===== src/rtl/router_input_port.sv =====
// Input-lane front end: deserializes one framed serial lane, checks the framing
// and hands each complete packet to the fabric through a valid/ready holding register.
module router_input_port #(
    parameter int PAD_MAX   = 15,
    parameter int DATA_BITS = 32
) (
    input  logic                 clock,
    input  logic                 reset_n,
    input  logic                 frame_n,
    input  logic                 valid_n,
    input  logic                 di,
    output logic                 pkt_valid,
    input  logic                 pkt_ready,
    output logic [3:0]           pkt_da,
    output logic [DATA_BITS-1:0] pkt_data,
    output logic                 err_proto,
    output logic                 err_drop,
    output logic [7:0]           pkt_cnt
);

    localparam int PAD_W = $clog2(PAD_MAX + 2);
    localparam int BIT_W = $clog2(DATA_BITS);
    localparam logic [PAD_W-1:0] PAD_LIMIT = PAD_W'(PAD_MAX);
    localparam logic [BIT_W-1:0] LAST_BIT  = BIT_W'(DATA_BITS - 1);

    typedef enum logic [2:0] {
        S_IDLE,
        S_ADDR,
        S_PAD,
        S_DATA,
        S_DRAIN
    } state_t;

    state_t               state;
    state_t               state_next;
    logic [1:0]           addr_cnt;
    logic [1:0]           addr_cnt_next;
    logic [PAD_W-1:0]     pad_cnt;
    logic [PAD_W-1:0]     pad_cnt_next;
    logic [BIT_W-1:0]     bit_cnt;
    logic [BIT_W-1:0]     bit_cnt_next;
    logic [3:0]           da_sh;
    logic [3:0]           da_sh_next;
    logic [DATA_BITS-2:0] data_sh;
    logic [DATA_BITS-2:0] data_sh_next;
    logic [DATA_BITS-2:0] data_shifted;
    logic [DATA_BITS-1:0] assembled;
    logic                 proto_det;
    logic                 complete;

    // Payload arrives LSB first: shift in at the top so bit 0 ends at position 0;
    // the final bit is appended directly so the load happens on the completion edge.
    assign data_shifted = {di, data_sh[DATA_BITS-2:1]};
    assign assembled    = {di, data_sh};

    always_comb begin
        state_next    = state;
        addr_cnt_next = addr_cnt;
        pad_cnt_next  = pad_cnt;
        bit_cnt_next  = bit_cnt;
        da_sh_next    = da_sh;
        data_sh_next  = data_sh;
        proto_det     = 1'b0;
        complete      = 1'b0;

        case (state)
            S_IDLE: begin
                if (!frame_n) begin
                    if (valid_n) begin
                        da_sh_next    = {3'b000, di};
                        addr_cnt_next = 2'd1;
                        state_next    = S_ADDR;
                    end else begin
                        proto_det  = 1'b1;
                        state_next = S_DRAIN;
                    end
                end
            end

            S_ADDR: begin
                if (frame_n) begin
                    proto_det  = 1'b1;
                    state_next = S_IDLE;
                end else if (!valid_n) begin
                    proto_det  = 1'b1;
                    state_next = S_DRAIN;
                end else begin
                    da_sh_next[addr_cnt] = di;
                    addr_cnt_next        = addr_cnt + 2'd1;
                    if (addr_cnt == 2'd3) begin
                        pad_cnt_next = '0;
                        state_next   = S_PAD;
                    end
                end
            end

            S_PAD: begin
                if (frame_n) begin
                    proto_det  = 1'b1;
                    state_next = S_IDLE;
                end else if (valid_n) begin
                    if (pad_cnt == PAD_LIMIT) begin
                        proto_det  = 1'b1;
                        state_next = S_DRAIN;
                    end else begin
                        pad_cnt_next = pad_cnt + PAD_W'(1);
                    end
                end else begin
                    data_sh_next = data_shifted;
                    bit_cnt_next = BIT_W'(1);
                    state_next   = S_DATA;
                end
            end

            S_DATA: begin
                if (valid_n) begin
                    proto_det  = 1'b1;
                    state_next = S_DRAIN;
                end else if (bit_cnt != LAST_BIT) begin
                    if (frame_n) begin
                        proto_det  = 1'b1;
                        state_next = S_IDLE;
                    end else begin
                        data_sh_next = data_shifted;
                        bit_cnt_next = bit_cnt + BIT_W'(1);
                    end
                end else if (frame_n) begin
                    complete   = 1'b1;
                    state_next = S_IDLE;
                end else begin
                    proto_det  = 1'b1;
                    state_next = S_DRAIN;
                end
            end

            S_DRAIN: begin
                if (frame_n && valid_n) begin
                    state_next = S_IDLE;
                end
            end

            default: begin
                state_next = S_IDLE;
            end
        endcase
    end

    always_ff @(posedge clock or negedge reset_n) begin
        if (!reset_n) begin
            state    <= S_IDLE;
            addr_cnt <= '0;
            pad_cnt  <= '0;
            bit_cnt  <= '0;
            da_sh    <= '0;
            data_sh  <= '0;
        end else begin
            state    <= state_next;
            addr_cnt <= addr_cnt_next;
            pad_cnt  <= pad_cnt_next;
            bit_cnt  <= bit_cnt_next;
            da_sh    <= da_sh_next;
            data_sh  <= data_sh_next;
        end
    end

    // A pop on the completion edge frees the slot in time for the new packet.
    always_ff @(posedge clock or negedge reset_n) begin
        if (!reset_n) begin
            pkt_valid <= 1'b0;
            pkt_da    <= '0;
            pkt_data  <= '0;
            pkt_cnt   <= '0;
            err_proto <= 1'b0;
            err_drop  <= 1'b0;
        end else begin
            err_proto <= proto_det;
            err_drop  <= 1'b0;
            if (complete) begin
                if (!pkt_valid || pkt_ready) begin
                    pkt_valid <= 1'b1;
                    pkt_da    <= da_sh;
                    pkt_data  <= assembled;
                    pkt_cnt   <= pkt_cnt + 8'd1;
                end else begin
                    err_drop <= 1'b1;
                end
            end else if (pkt_valid && pkt_ready) begin
                pkt_valid <= 1'b0;
            end
        end
    end

endmodule

===== config.mk =====
export PLATFORM = sky130hd
export DESIGN_NAME = router_input_port
export DESIGN_NICKNAME = d
export VERILOG_FILES = /design/src/rtl/router_input_port.sv
export SDC_FILE = /design/constraint.sdc
export NUM_CORES = 1
export LEC_CHECK = 0
export BUFFER_PORTS_ARGS = -buffer_cell sky130_fd_sc_hd__buf_2
export CAP_MARGIN = 20
export CORE_ASPECT_RATIO = 1.1
export CORE_MARGIN = 5
export CORE_UTILIZATION = 45
export CTS_BUF_LIST = sky130_fd_sc_hd__clkbuf_8 sky130_fd_sc_hd__clkbuf_16
export CTS_CLUSTER_SIZE = 20
export DETAILED_ROUTE_END_ITERATION = 6
export GPL_TIMING_DRIVEN = 0
export PLACE_DENSITY = 0.67
export SLEW_MARGIN = 20
export SYNTH_ARGS = -nofsm -noshare
export SYNTH_HDL_FRONTEND = slang
export SYNTH_SLANG_ARGS = --single-unit

===== constraint.sdc =====
create_clock -name clock -period 4.31 [get_ports clock]
set_input_delay 0.6465 -clock clock [delete_from_list [all_inputs] [get_ports clock]]
set_output_delay 0.6465 -clock clock [all_outputs]
set_load 0.005 [all_outputs]

Yosys cells after proc, flatten, opt, wreduce, memory -nomap -nowiden
Cells that the tools add are included.
{"block": "word_totals", "output_inout_bits": 47, "register_bits": 97, "wordCells": 123}
{"block": "op_classes", "n_mux": 65, "eq_ne": 24, "magnitude_cmp": 2, "addsub": 4, "reduce_logical": 16}
{"operator": "31-bit 2-to-1 mux", "count": 5}
{"operator": "31-bit case mux with 2 select lines", "count": 1}
{"operator": "5-bit 2-to-1 mux", "count": 11}
{"operator": "3-bit 2-to-1 mux", "count": 13}
{"operator": "2-bit inequality test (second input constant)", "count": 13}
{"operator": "5-bit case mux with 2 select lines", "count": 2}
{"operator": "1-bit 2-to-1 mux", "count": 19}
{"operator": "4-bit 2-to-1 mux", "count": 4}
{"operator": "3-bit case mux with 5 select lines", "count": 1}
{"operator": "4-bit inequality test (second input constant)", "count": 3}
{"operator": "5-bit by 1-bit adder with 5-bit output (second input constant)", "count": 2}
{"operator": "5-bit AND reduction", "count": 2}
{"operator": "8-bit by 1-bit adder with 8-bit output (second input constant)", "count": 1}
{"operator": "2-bit 2-to-1 mux", "count": 4}
{"operator": "4-bit case mux with 2 select lines", "count": 1}
{"operator": "2-bit nonzero test", "count": 4}
{"operator": "7-bit AND reduction", "count": 1}
{"operator": "3-bit by 2-bit equality test with 1-bit output (second input constant)", "count": 2}
{"operator": "6-bit AND reduction", "count": 1}
{"operator": "5-bit by 4-bit equality test with 1-bit output (second input constant)", "count": 1}
{"operator": "5-bit inequality test (second input constant)", "count": 1}
{"operator": "4-bit bitwise mux", "count": 1}
{"operator": "1-bit case mux with 4 select lines", "count": 1}
{"operator": "2-bit case mux with 2 select lines", "count": 1}
{"operator": "other kinds (13)", "count": 16}

Longest topological paths before layout
{"block": "logic_depth", "ltp_word": 8, "depth_mapped": 9, "mapped_depth_nobuf": 7}

Least setup slack after synthesis
OpenSTA, ideal clock, no wires.
{"block": "synth_timing", "path_kind": "reg2reg", "start": "reg bit_cnt[0]", "end": "reg pkt_da[3]", "path_slack_ns": 2.055, "arrival_time_ns": 2.130, "required_ns": 4.185, "setup_time_ns": 0.125, "stages_incl_launch_ff": 9, "path_cell_list": "dfrtp_1 -> ha_1 -> and3_1 -> ha_1 -> nand2_1 -> or4b_1 -> buf_2 -> buf_6 -> mux2_2"}
{"block": "synth_between", "elab_chain_cells": 5}
{"element": "start, declared", "line": "40", "rtl": "logic [BIT_W-1:0] bit_cnt;"}
{"element": "start signal, assigned", "line": "160", "rtl": "bit_cnt <= bit_cnt_next;"}
{"element": "5-bit inequality test", "line": "119", "rtl": "end else if (bit_cnt != LAST_BIT) begin"}
{"element": "1-bit 2-to-1 mux", "line": "119"}
{"element": "1-bit 2-to-1 mux", "line": "116", "rtl": "if (valid_n) begin"}
{"element": "1-bit 2-to-1 mux", "line": "66", "rtl": "case (state)"}
{"element": "2-bit AND reduction (no source line)"}
{"element": "end signal, assigned", "line": "181", "rtl": "pkt_da <= da_sh;"}
{"element": "end, declared", "line": "14", "rtl": "output logic [3:0] pkt_da,"}
Every way passes these cells.
A chain may end at the register's enable or synchronous reset.

Worst setup path after layout
{"block": "layout_timing", "start": "reg bit_cnt[0]", "end": "reg pkt_data[14]"}
{"block": "layout_between", "elab_chain_cells": 5}
{"element": "5-bit inequality test", "line": "119"}
{"element": "1-bit 2-to-1 mux", "line": "119"}
{"element": "1-bit 2-to-1 mux", "line": "116"}
{"element": "1-bit 2-to-1 mux", "line": "66"}
{"element": "2-bit AND reduction (no source line)"}
{"element": "end signal, assigned", "line": "182", "rtl": "pkt_data <= assembled;"}
{"element": "end, declared", "line": "15", "rtl": "output logic [DATA_BITS-1:0] pkt_data,"}
Every way passes these cells.

==> qor.yml <==
outcome:
  status: "completed"
clock_tree:
  htreeDepth: 3
  cts_setup_buffers: 0
  clkSinkCount: 97
  clock_path_buffers: 2
  clkTransAtPathRegs_ns: 0.10
  ctsResizeCount: 0
  insertion_delay_ns: 0.36
  hold_buffers: 0
  cts_root_buf: "clkbuf_8"
  cts_tree: "yes"
  cts_buffers: 9
grt:
  grt_start_max_net_pins: 56
  grt_pass1_wl_um: 13200
  grt_overflow: 0
  grt_usage: 0.137
  antenna_found_initial: 0
  grt_pass1_vias: 2711
floorplanning:
  die_y_um: 113
  initial_core_util: 0.461
  die_area_mm2: 0.0117
  pin_count: 53
  core-area_mm2: 0.00940
  rows: 37
  dieWidth_um: 104
cells_and_area:
  post-route-util: 0.530
  final_cell_count_no_fill: 508
  nets: 402
  nFillCells: 830
  antenna_cells: 0
  synthToLayoutAreaGrowth_pct: 15.0
  drive_above_1_share: 0.396
setup_path:
  cpLargestDelayFamily: "simple AND/OR/NAND/NOR gates"
  worstPathRequired_ns: 4.56
  critical_path_class: "reg2reg"
  crit_top_cell: "ha_1"
  reg2reg_slack_ns: 1.78
  r2r-start: "bit_cnt[0]"
  slowest_delay_ns: 0.51
  startpoint_type: "flip-flop"
  end_kind: "flip-flop"
  critPathBufInv: 2
  crit_chain: "ha_1 -> and3_1 -> ha_1 -> nand2_1 -> or4b_1 -> buf_2 -> buf_6 -> mux2_2"
  cp_max_fo: 10
  worst_path_max_delay_cell: "or4b_1"
  r2r_end: "pkt_data[14]"
  reg2regPathDepth: 8
  crit_arrival_ns: 2.79
routing:
  drt_iter0_drc: 109
  dr.pass1.iters: 4
  postRouteAntennaNets: 0
  drc_errors: 0
  vias: 2646
  drt-wirelength-per-cell_um: 14.7
  routed_wl_um: 7480
  routed_via_density: 5.21
power:
  power-per-cell-area_mw_per_mm2: 369
  p_leak_nw: 2.68
  ir_worst_vdd_uv: 156
  finalPower_w: 0.00184
timing:
  finalHoldViolations: 0
  max_slew_margin: 0.452
  finClkSkew_ns: 0.0108
  setup_tns_ns: 0
  rsz0062_at_grt: "false"
  fin_crit_ns: 2.53
  maxSlewViolCount: 0
  tightest_slew_ns: 0.814
  fmax_mhz: 395
  finalSetupViolations: 0
  min_period_over_period: 0.588
synthesis:
  synth-seq-cells: 97
  seq_area_frac_synth: 0.561
  synth_area_mm2: 0.00433
  synth-edff-count: 0
  ys_types: 42
  synth_cells: 322
  synthArstFlopShare: 1.00
  avgSynthCellArea_um2: 13.4
  yosys_warnings: 0
  synth_flop_cell: "dfrtp_1"
  syn_nets: 338
placed_design:
  io_buffers: 52
  dp_hpwl_um: 5320
  dp.cells: 492
  gp_congestion: 0.881
worst_hold_path:
  min_path_type: "in2async"
flow_run:
  drv_cap: 0
[metal layers]
metal,share of wire,track usage,up-vias
li1,-,-,1264
met1,0.47,0.182,1330
met2,0.48,0.215,39
met3,0.033,0.0257,13
met4,0.020,0.0709,0
met5,0,0,-
[state kept, by name, indices dropped and copies added (netlist names)]
| name | flops |
|---|---|
| da_sh | 4 |
| err_proto | 1 |
| pkt_data | 32 |
| pkt_da | 4 |
| err_drop | 1 |
| pad_cnt | 5 |
| state | 3 |
| addr_cnt | 2 |
| pkt_cnt | 8 |
| bit_cnt | 5 |
| data_sh | 31 |
| pkt_valid | 1 |
[cell usage in the layout, fill, tap and decap left out, types with 4 or more instances in the layout]
| cell | Yosys | final |
|---|---|---|
| o211ai_1 | 4 | 4 |
| xor2_1 | 4 | 4 |
| o21ai_0 | 11 | 11 |
| clkbuf_1 | 6 | 6 |
| nand3_1 | 7 | 7 |
| mux2_2 | 44 | 44 |
| clkbuf_8 | 0 | 9 |
| nor2b_1 | 5 | 5 |
| buf_6 | 8 | 9 |
| mux2_4 | 26 | 26 |
| nor2_1 | 14 | 14 |
| inv_1 | 11 | 11 |
| a22o_1 | 9 | 9 |
| nand2_1 | 19 | 19 |
| dfrtp_1 | 97 | 97 |
| ha_1 | 10 | 10 |
| buf_2 | 3 | 54 |
| a21oi_1 | 7 | 7 |
[where the power goes]
part	internal [W]	switching (W)
combinational	0.0000940	0.000145
sequential	0.000952	0.0000333
clock	0.000279	0.000332
total	0.00132	0.000510
[cells by family after synthesis]
kind of cell | share of synthesized area
DFF | 0.561
muxes | 0.207
and+or+nand+nor | 0.0841
AOI/OAI and AO/OA | 0.0648
buffers and inverters | 0.0402
adders and majority gates | 0.0289
xor gates and xnor gates | 0.0142
[how the worst max path moves through the flow]
stage                         to  startpoint  cells past startpoint  slack [ns]
finish              pkt_data[14]  bit_cnt[0]                      8        1.78
floorplan              pkt_da[3]  bit_cnt[0]                      8        2.06
CTS                 pkt_data[14]  bit_cnt[0]                      8        1.77
global route          pkt_cnt[3]  bit_cnt[1]                      9        1.52
global placement      pkt_cnt[5]     reset_n                      1        1.63
detailed placement  pkt_data[14]  bit_cnt[0]                      8        1.77
[cells in the mapped netlist, types with 4 or more instances]
library cell | count | share of area
dfrtp_1 | 97 | 0.56
nor2_1 | 14 | 0.012
o211ai_1 | 4 | 0.0069
inv_1 | 11 | 0.0095
clkbuf_1 | 6 | 0.0052
o21ai_0 | 11 | 0.013
a22o_1 | 9 | 0.018
nor2b_1 | 5 | 0.0072
nand3_1 | 7 | 0.0081
buf_6 | 8 | 0.021
a21oi_1 | 7 | 0.0081
mux2_4 | 26 | 0.090
xor2_1 | 4 | 0.0081
ha_1 | 10 | 0.029
mux2_2 | 44 | 0.11
nand2_1 | 19 | 0.016
[stage by stage]
step / hold slack [ns] / setup WS [ns] / area [um2]
2_1_floorplan: 0.351 / 2.06 / 4330
3_3_place_gp: 0.457 / 1.63 / 4730
3_5_place_dp: 0.480 / 1.77 / 4770
4_1_cts: 0.189 / 1.77 / 4980
5_1_grt: 0.199 / 1.52 / 4980
6_report: 0.188 / 1.78 / 4980
[layout make-up]
cell class | instances | area, um2 | area share
Sequential cell | 97 | 2430 | 0.488
Multi-Input combinational cell | 196 | 1730 | 0.347
Timing Repair Buffer | 53 | 294 | 0.0591
Tap cell | 117 | 146 | 0.0294
Buffer | 18 | 133 | 0.0266
Clock buffer | 9 | 124 | 0.0249
Clock inverter | 7 | 86.3 | 0.0173
Inverter | 11 | 41.3 | 0.00829
Note: power is estimated with default switching activity, not from simulation.
